## src/rtl/mem_arbiter_pkg.sv

```systemverilog
// Shared encodings for the byte-wide RAM arbiter: access sizes, sequencer
// states, requester ids and the size-to-byte-count helper.
package mem_arbiter_pkg;

    localparam logic [1:0] SZ_BYTE = 2'd0;
    localparam logic [1:0] SZ_HALF = 2'd1;
    localparam logic [1:0] SZ_WORD = 2'd2;

    typedef enum logic [1:0] {
        IDLE = 2'd0,
        RD   = 2'd1,
        WR   = 2'd2
    } state_e;

    typedef enum logic {
        REQ_IF  = 1'b0,
        REQ_MEM = 1'b1
    } req_id_e;

    // Size code 3 is illegal and served as a full word.
    function automatic logic [2:0] size_to_n(input logic [1:0] sz);
        case (sz)
            SZ_BYTE: return 3'd1;
            SZ_HALF: return 3'd2;
            SZ_WORD: return 3'd4;
            default: return 3'd4;
        endcase
    endfunction

endpackage

```

## src/rtl/mem_byte_seq.sv

```systemverilog
// Byte sequencer: walks N consecutive RAM byte addresses from a base, splitting
// a store word or assembling a little-endian load word, with rdy-stall replay.
module mem_byte_seq
    import mem_arbiter_pkg::*;
#(
    parameter int RAM_ADDR_W = 17
) (
    input  logic                  clk,
    input  logic                  rst,
    input  logic                  rdy,
    input  logic                  start,
    input  logic                  we,
    input  logic [31:0]           base,
    input  logic [2:0]            n,
    input  logic [31:0]           wdata,
    output logic [RAM_ADDR_W-1:0] ram_a,
    output logic [7:0]            ram_dout,
    output logic                  ram_wr,
    input  logic [7:0]            ram_din,
    output logic                  done,
    output logic [31:0]           word,
    output state_e                state
);

    state_e      state_q;
    state_e      state_d;
    logic [31:0] base_q;
    logic [31:0] wdata_q;
    logic [31:0] lanes_q;
    logic [1:0]  last_q;
    logic [1:0]  iss_q;
    logic [1:0]  cap_q;
    logic        all_iss_q;
    logic        pend_q;

    logic [1:0]  idx;
    logic        issue;
    logic        capture;
    logic        rd_fin;
    logic        wr_fin;

    // While frozen in RD the address points back at the next byte to capture,
    // so the replay after the stall re-reads exactly the bytes not yet taken.
    always_comb begin
        idx     = (state_q == RD && !rdy) ? cap_q : iss_q;
        issue   = (state_q == RD) && rdy && !all_iss_q;
        capture = (state_q == RD) && rdy && pend_q;
        rd_fin  = capture && (cap_q == last_q);
        wr_fin  = (state_q == WR) && rdy && (iss_q == last_q);
        done    = rd_fin || wr_fin;
    end

    assign ram_a    = RAM_ADDR_W'(base_q + {30'd0, idx});
    assign ram_dout = 8'(wdata_q >> {iss_q, 3'b000});
    assign ram_wr   = (state_q == WR) && rdy;
    assign state    = state_q;

    always_comb begin
        word = lanes_q;
        if (capture) begin
            word[{cap_q, 3'b000} +: 8] = ram_din;
        end
    end

    always_comb begin
        state_d = state_q;
        case (state_q)
            IDLE:    if (start) state_d = we ? WR : RD;
            RD:      if (rd_fin) state_d = IDLE;
            WR:      if (wr_fin) state_d = IDLE;
            default: state_d = IDLE;
        endcase
    end

    always_ff @(posedge clk) begin
        if (rst) begin
            state_q   <= IDLE;
            base_q    <= '0;
            wdata_q   <= '0;
            lanes_q   <= '0;
            last_q    <= '0;
            iss_q     <= '0;
            cap_q     <= '0;
            all_iss_q <= 1'b0;
            pend_q    <= 1'b0;
        end else begin
            state_q <= state_d;
            if (start) begin
                base_q    <= base;
                wdata_q   <= wdata;
                lanes_q   <= '0;
                last_q    <= 2'(n - 3'd1);
                iss_q     <= '0;
                cap_q     <= '0;
                all_iss_q <= 1'b0;
                pend_q    <= 1'b0;
            end else if (state_q == RD) begin
                if (!rdy) begin
                    iss_q     <= cap_q;
                    all_iss_q <= 1'b0;
                    pend_q    <= 1'b0;
                end else begin
                    pend_q <= issue;
                    if (issue) begin
                        if (iss_q == last_q) all_iss_q <= 1'b1;
                        else                 iss_q     <= iss_q + 2'd1;
                    end
                    if (capture) begin
                        lanes_q <= word;
                        if (cap_q != last_q) cap_q <= cap_q + 2'd1;
                    end
                end
            end else if (state_q == WR && rdy && iss_q != last_q) begin
                iss_q <= iss_q + 2'd1;
            end
        end
    end

endmodule

```

## src/rtl/mem_arbiter.sv

```systemverilog
// Arbiter for the shared byte-wide RAM port between instruction fetch and MEM.
// Define MEM_ARB_FAIR_EN for round-robin arbitration; default is MEM-over-IF.
module mem_arbiter
    import mem_arbiter_pkg::*;
#(
    parameter int RAM_ADDR_W = 17
) (
    input  logic                  clk,
    input  logic                  rst,
    input  logic                  rdy,
    input  logic                  if_req,
    input  logic [31:0]           if_addr,
    output logic                  if_done,
    output logic [31:0]           if_data,
    input  logic                  mem_req,
    input  logic                  mem_we,
    input  logic [1:0]            mem_size,
    input  logic [31:0]           mem_addr,
    input  logic [31:0]           mem_wdata,
    output logic                  mem_done,
    output logic [31:0]           mem_rdata,
    output logic [RAM_ADDR_W-1:0] ram_a,
    output logic [7:0]            ram_dout,
    output logic                  ram_wr,
    input  logic [7:0]            ram_din
);

    // Handshake: a requester raises req with stable fields and holds it until
    // its one-cycle done pulse; it drops req the next cycle. The done cycle
    // itself never accepts, so a held req is not served twice.
    state_e      seq_state;
    logic        seq_start;
    logic        seq_done;
    logic [31:0] seq_word;
    logic        gnt_mem;
    logic [31:0] sel_addr;
    logic [2:0]  sel_n;
    logic        sel_we;
    req_id_e     owner_q;

    always_comb begin
        gnt_mem = mem_req;
`ifdef MEM_ARB_FAIR_EN
        if (mem_req && if_req) gnt_mem = (owner_q == REQ_IF);
`endif
        seq_start = (seq_state == IDLE) && rdy && !if_done && !mem_done
                    && (mem_req || if_req);
        sel_addr  = gnt_mem ? mem_addr : if_addr;
        sel_n     = gnt_mem ? size_to_n(mem_size) : 3'd4;
        sel_we    = gnt_mem && mem_we;
    end

    mem_byte_seq #(
        .RAM_ADDR_W(RAM_ADDR_W)
    ) u_seq (
        .clk     (clk),
        .rst     (rst),
        .rdy     (rdy),
        .start   (seq_start),
        .we      (sel_we),
        .base    (sel_addr),
        .n       (sel_n),
        .wdata   (mem_wdata),
        .ram_a   (ram_a),
        .ram_dout(ram_dout),
        .ram_wr  (ram_wr),
        .ram_din (ram_din),
        .done    (seq_done),
        .word    (seq_word),
        .state   (seq_state)
    );

    // owner_q both routes the completion and serves as the last-grant flag.
    always_ff @(posedge clk) begin
        if (rst) begin
            owner_q   <= REQ_IF;
            if_done   <= 1'b0;
            if_data   <= '0;
            mem_done  <= 1'b0;
            mem_rdata <= '0;
        end else if (rdy) begin
            if_done  <= 1'b0;
            mem_done <= 1'b0;
            if (seq_start) owner_q <= gnt_mem ? REQ_MEM : REQ_IF;
            if (seq_done) begin
                if (owner_q == REQ_MEM) begin
                    mem_done <= 1'b1;
                    if (seq_state == RD) mem_rdata <= seq_word;
                end else begin
                    if_done <= 1'b1;
                    if_data <= seq_word;
                end
            end
        end
    end

endmodule

```

## config.mk

```make
export PLATFORM = sky130hd
export DESIGN_NAME = mem_arbiter
export DESIGN_NICKNAME = d
export VERILOG_FILES = /design/src/rtl/mem_arbiter_pkg.sv /design/src/rtl/mem_byte_seq.sv /design/src/rtl/mem_arbiter.sv
export SDC_FILE = /design/constraint.sdc
export NUM_CORES = 1
export LEC_CHECK = 0
export CORE_MARGIN = 1
export CORE_UTILIZATION = 45
export CTS_BUF_LIST = sky130_fd_sc_hd__clkbuf_16
export CTS_CLUSTER_DIAMETER = 100
export DETAILED_ROUTE_END_ITERATION = 8
export HOLD_SLACK_MARGIN = 0.15
export PLACE_DENSITY = 0.8
export SETUP_SLACK_MARGIN = 0.4
export SYNTH_ARGS = -nofsm -noshare
export SYNTH_HDL_FRONTEND = slang
export SYNTH_HIERARCHICAL = 1
export SYNTH_SLANG_ARGS = --single-unit
export TNS_END_PERCENT = 20
```

## constraint.sdc

```tcl
create_clock -name clk -period 7.02 [get_ports clk]
set_input_delay 2.106 -clock clk [delete_from_list [all_inputs] [get_ports clk]]
set_output_delay 2.106 -clock clk [all_outputs]
set_load 0.02 [all_outputs]
```

======== After elaboration in Yosys (flattened, before gate mapping) ========
Cells that the tools add are included.
word-level totals
  flip-flop bits (word level) ............. 158
  input port bits ......................... 112
  output and inout bits ................... 92
  word-level logic and storage cells ...... 93
operators by class
  add/sub/neg operators ................... 5
  eq/ne operators ......................... 14
  shift-type cells ........................ 3
  muxes and demuxes ....................... 25
  bitwise logic cells ..................... 1
  reduce and logical (&&, ||, !) cells .... 31
operators with widths
  cell                      number
  $bwmux W32                1
  $mux W32                  1
  $shift A8 B7 Y32 const A  1
  $shiftx A8 B7 Y32         1
  $shr A32 B5 Y8            1
  $mux W2                   11
  $add A17 B2 Y17           1
  $mux W17                  1
  $reduce_and A3 Y1         5
  $logic_and A1 B1 Y1       13
  $mux W1                   9
  $ne A2 B1 Y1 const B      4
  $reduce_and A4 Y1         2
  $neg A5 Y7                1
  $pmux W2 S3               1
  $add A2 B1 Y2 const B     2
  $eq A2 B1 Y1 const B      2
  $eq A2 B2 Y1              2
  $logic_not A1 Y1          4
  $logic_not A2 Y1          2
  $ne A2 B2 Y1              2
  $pmux W2 S2               1
  $ne A3 B2 Y1 const B      1
  $ne A3 B3 Y1 const B      1
  other kinds (8)           9

======== Longest topological paths before layout ========
  word-level depth ........................ 7
  depth in mapped cells ................... 10

======== Cells and area by module ========
Netlist, hierarchy kept.
modules (own cells, without submodules)
  module        instances  cells each  area an instance (sq um)  sequential area each (sq um)
  mem_byte_seq  1          476         4,310.4                   1,821.7
  mem_arbiter   1          337         2,920.3                   1,341.3

======== Least setup slack after synthesis ========
OpenSTA, ideal clock, no wires.
  path type ............................... input to output
  start ................................... input port rdy
  end ..................................... output port ram_a[14]
  data arrival time ....................... 3.961 ns
  setup slack ............................. 0.953 ns
  stages .................................. 9
  path buffers ............................ 1
  cells stage by stage .................... buf_4 > nor2_2 > mux2_2 > ha_1 > fa_1 > nand3_1 > nor3_1 > nand4_1 > xnor2_1
between the ends
  word-level cells in the longest chain between the ends .. 4
ends and longest elaborated chain
  element              line                RTL
  start: declaration   mem_arbiter.sv:10   input logic rdy,
  $logic_not A1 Y1     mem_byte_seq.sv:45  idx = (state_q == RD && !rdy) ? cap_q : iss_q;
  $logic_and A1 B1 Y1  mem_byte_seq.sv:45
  $mux W2              mem_byte_seq.sv:45
  $add A17 B2 Y17      mem_byte_seq.sv:53  assign ram_a = RAM_ADDR_W'(base_q + {30'd0, idx});
  end: declaration     mem_arbiter.sv:22   output logic [RAM_ADDR_W-1:0] ram_a,
Every way passes these cells.

======== Worst setup path in the final report ========
  start ................................... input port rdy
  end ..................................... output port ram_a[4]
Same word-level chain as after synthesis.

==> impl_metrics.py <==
metrics = {
    "critical_path": {
        "worstSetupStartpointType": "input pin",
        "path_cells": "clkdlybuf4s50_1 > nor2_2 > mux2_2 > ha_1 > fa_1 > nand3_1 > buf_4 > xnor2_1 > clkdlybuf4s50_1",
        "crit_start": "rdy",
        "slowest_delay_ns": 0.63,
        "cp.required_ns": 4.91,
        "crit_top_cell": "clkdlybuf4s50_1",
        "end_kind": "output port",
        "crit_path_top_delay_cell": "clkdlybuf4s50_1",
        "crit_fanout": 3,
        "r2r_start": "u_seq/state[0]",
        "crit_type": "in2out",
        "cp.arrival_ns": 4.77,
    },
    "detailed_routing": {
        "drt-initial-drc-count": 305,
        "vias_per_cell": 5.09,
        "ant_nets": 0,
        "wl_mm": 17.4,
        "drtPass1Iterations": 5,
        "post_drt_wl_per_cell_microns": 14.8,
        "num_vias": 5984,
        "post-route-drc-count": 0,
    },
    "global_route": {
        "grt_pass1_wl_mm": 28.2,
        "gr-total-overflow": 0,
        "grt_max_degree": 89,
        "antenna_found_initial": 0,
        "grt_pass1_vias": 5760,
        "track_usage_pct": 22.3,
    },
    "clocking": {
        "cts_tree": "yes",
        "numCtsBuffers": 17,
        "cts_hold_buf": 0,
        "clkLatencyLatePin_ns": 0.42,
        "root_buffer": "clkbuf_16",
        "cts_buffer_depth": 2,
        "clk_pin_slew_ns": 0.06,
        "cts.sinks": 158,
        "ctsHtreeMaxLevel": 4,
    },
    "pwr": {
        "power_mw": 2.02,
        "power.density_nw_per_um2": 214,
        "p_leak_nw": 3.53,
        "max-vdd-ir-drop_uv": 169,
    },
    "die": {
        "core_area_sq_um": 15300,
        "rows": 45,
        "die_area_sq_um": 16200,
        "initial_core_util_pct": 46.3,
        "fp.dieW_microns": 127,
        "pin_count": 204,
        "die_h_microns": 127,
    },
    "flow_run": {
        "drv_cap": 0,
    },
    "logic_synthesis": {
        "syn_avg_cell_area_sq_um": 8.85,
        "syn-instance-count": 798,
        "yosys_warnings": 6,
        "syn_nets": 918,
        "syn-cell-area_sq_um": 7060,
    },
    "timing": {
        "tightest_slew_ns": 1.04,
        "setup_violations": 0,
        "fmaxAchievable_ghz": 0.146,
        "hold_ws_ns": 0.451,
        "finalCriticalPeriod_ns": 6.87,
        "min_period_over_period_pct": 97.9,
        "slew_headroom_pct": 30.6,
        "fin_tns_setup_ns": 0,
        "hold_viol": 0,
        "fin_skew_ns": 0.00754,
        "drv_slew": 0,
        "rsz0062_at_grt": "yes",
    },
    "placed_design": {
        "gp_congestion": 0.798,
        "placed_cells": 1142,
        "port_buffers": 173,
        "hpwl_mm": 12.1,
    },
    "final_layout": {
        "fin_nets": 1071,
        "most-common-layout-cells": "nand2_1, clkdlybuf4s50_1, dfxtp_1",
        "final_common_cell": "nand2_1",
        "syn2layout_area_growth_pct": 33.8,
        "drive_gt1_share_pct": 9.44,
        "fin_cells": 1175,
        "diodes": 0,
    },
    "outcome": {
        "status": "complete, no violations",
    },
    "min_path": {
        "min_from": "mem_rdata[8]",
        "min_path_type": "reg2reg",
    },
}
==> routing by layer <==
layer | GRT usage, % | share of wire [%]
met5 | 0 | 0
met4 | 8.05 | 1.7
met3 | 7.79 | 7.8
met2 | 37.0 | 47
met1 | 26.7 | 43
==> what timing repair did <==
item,4_1_cts,5_1_grt
resized for setup,10,4
setup buffers,1,0
setup endpoints to repair,14,15
pin swaps,1,0
==> worst max-delay path: cells and delay by family <==
kind,cells,cell delay [ns]
simple gates,2,0.32
buf+inv,3,1.23
mux,1,0.36
xor+xnor,1,0.11
fa+ha+maj,2,0.64
==> path summary, 6_finish.rpt <==
check / depth (start not counted) / slack (ns) / to
max: 9 / 0.15 / ram_a[4]
min: 2 / 0.45 / mem_rdata[8]
max reg2reg: 7 / 4.07 / mem_rdata[25]
min reg2reg: 2 / 0.45 / mem_rdata[8]
==> flip-flops by register name, indices dropped and copies added (netlist names), 2 cells and up <==
name,cells
if_data,32
mem_rdata,32
u_seq/base_q,17
u_seq/cap_q,2
u_seq/iss_q,2
u_seq/lanes_q,32
u_seq/last_q,2
u_seq/state,2
u_seq/wdata_q,32
==> power by group <==
| part | leakage [nW] | switching (mW) | internal, mW |
|---|---|---|---|
| combinational | 1.99 | 0.103 | 0.115 |
| clock | 0.261 | 0.374 | 0.485 |
| sequential | 1.28 | 0.0227 | 0.921 |
==> layout make-up <==
cell class                      instances  area [sq um]
Inverter                                8          30.0
Tap cell                              211           264
Timing Repair Buffer                  187          1830
Fill cell                            1296          5810
Clock inverter                         15           128
Sequential cell                       158          3160
Multi-Input combinational cell        579          3600
Clock buffer                           17           425
==> metrics by stage <==
step | setup WS, ns | utilization, % | instance area (sq um)
4_1_cts | 0.154 | 61.8 | 9430
2_1_floorplan | 0.953 | - | 7060
3_3_place_gp | 0.0430 | 58.2 | 8870
5_1_grt | 0.0681 | 61.9 | 9450
3_5_place_dp | 0.0231 | 58.2 | 8870
6_report | 0.149 | 61.9 | 9450
(Power assumes the default switching activity.)
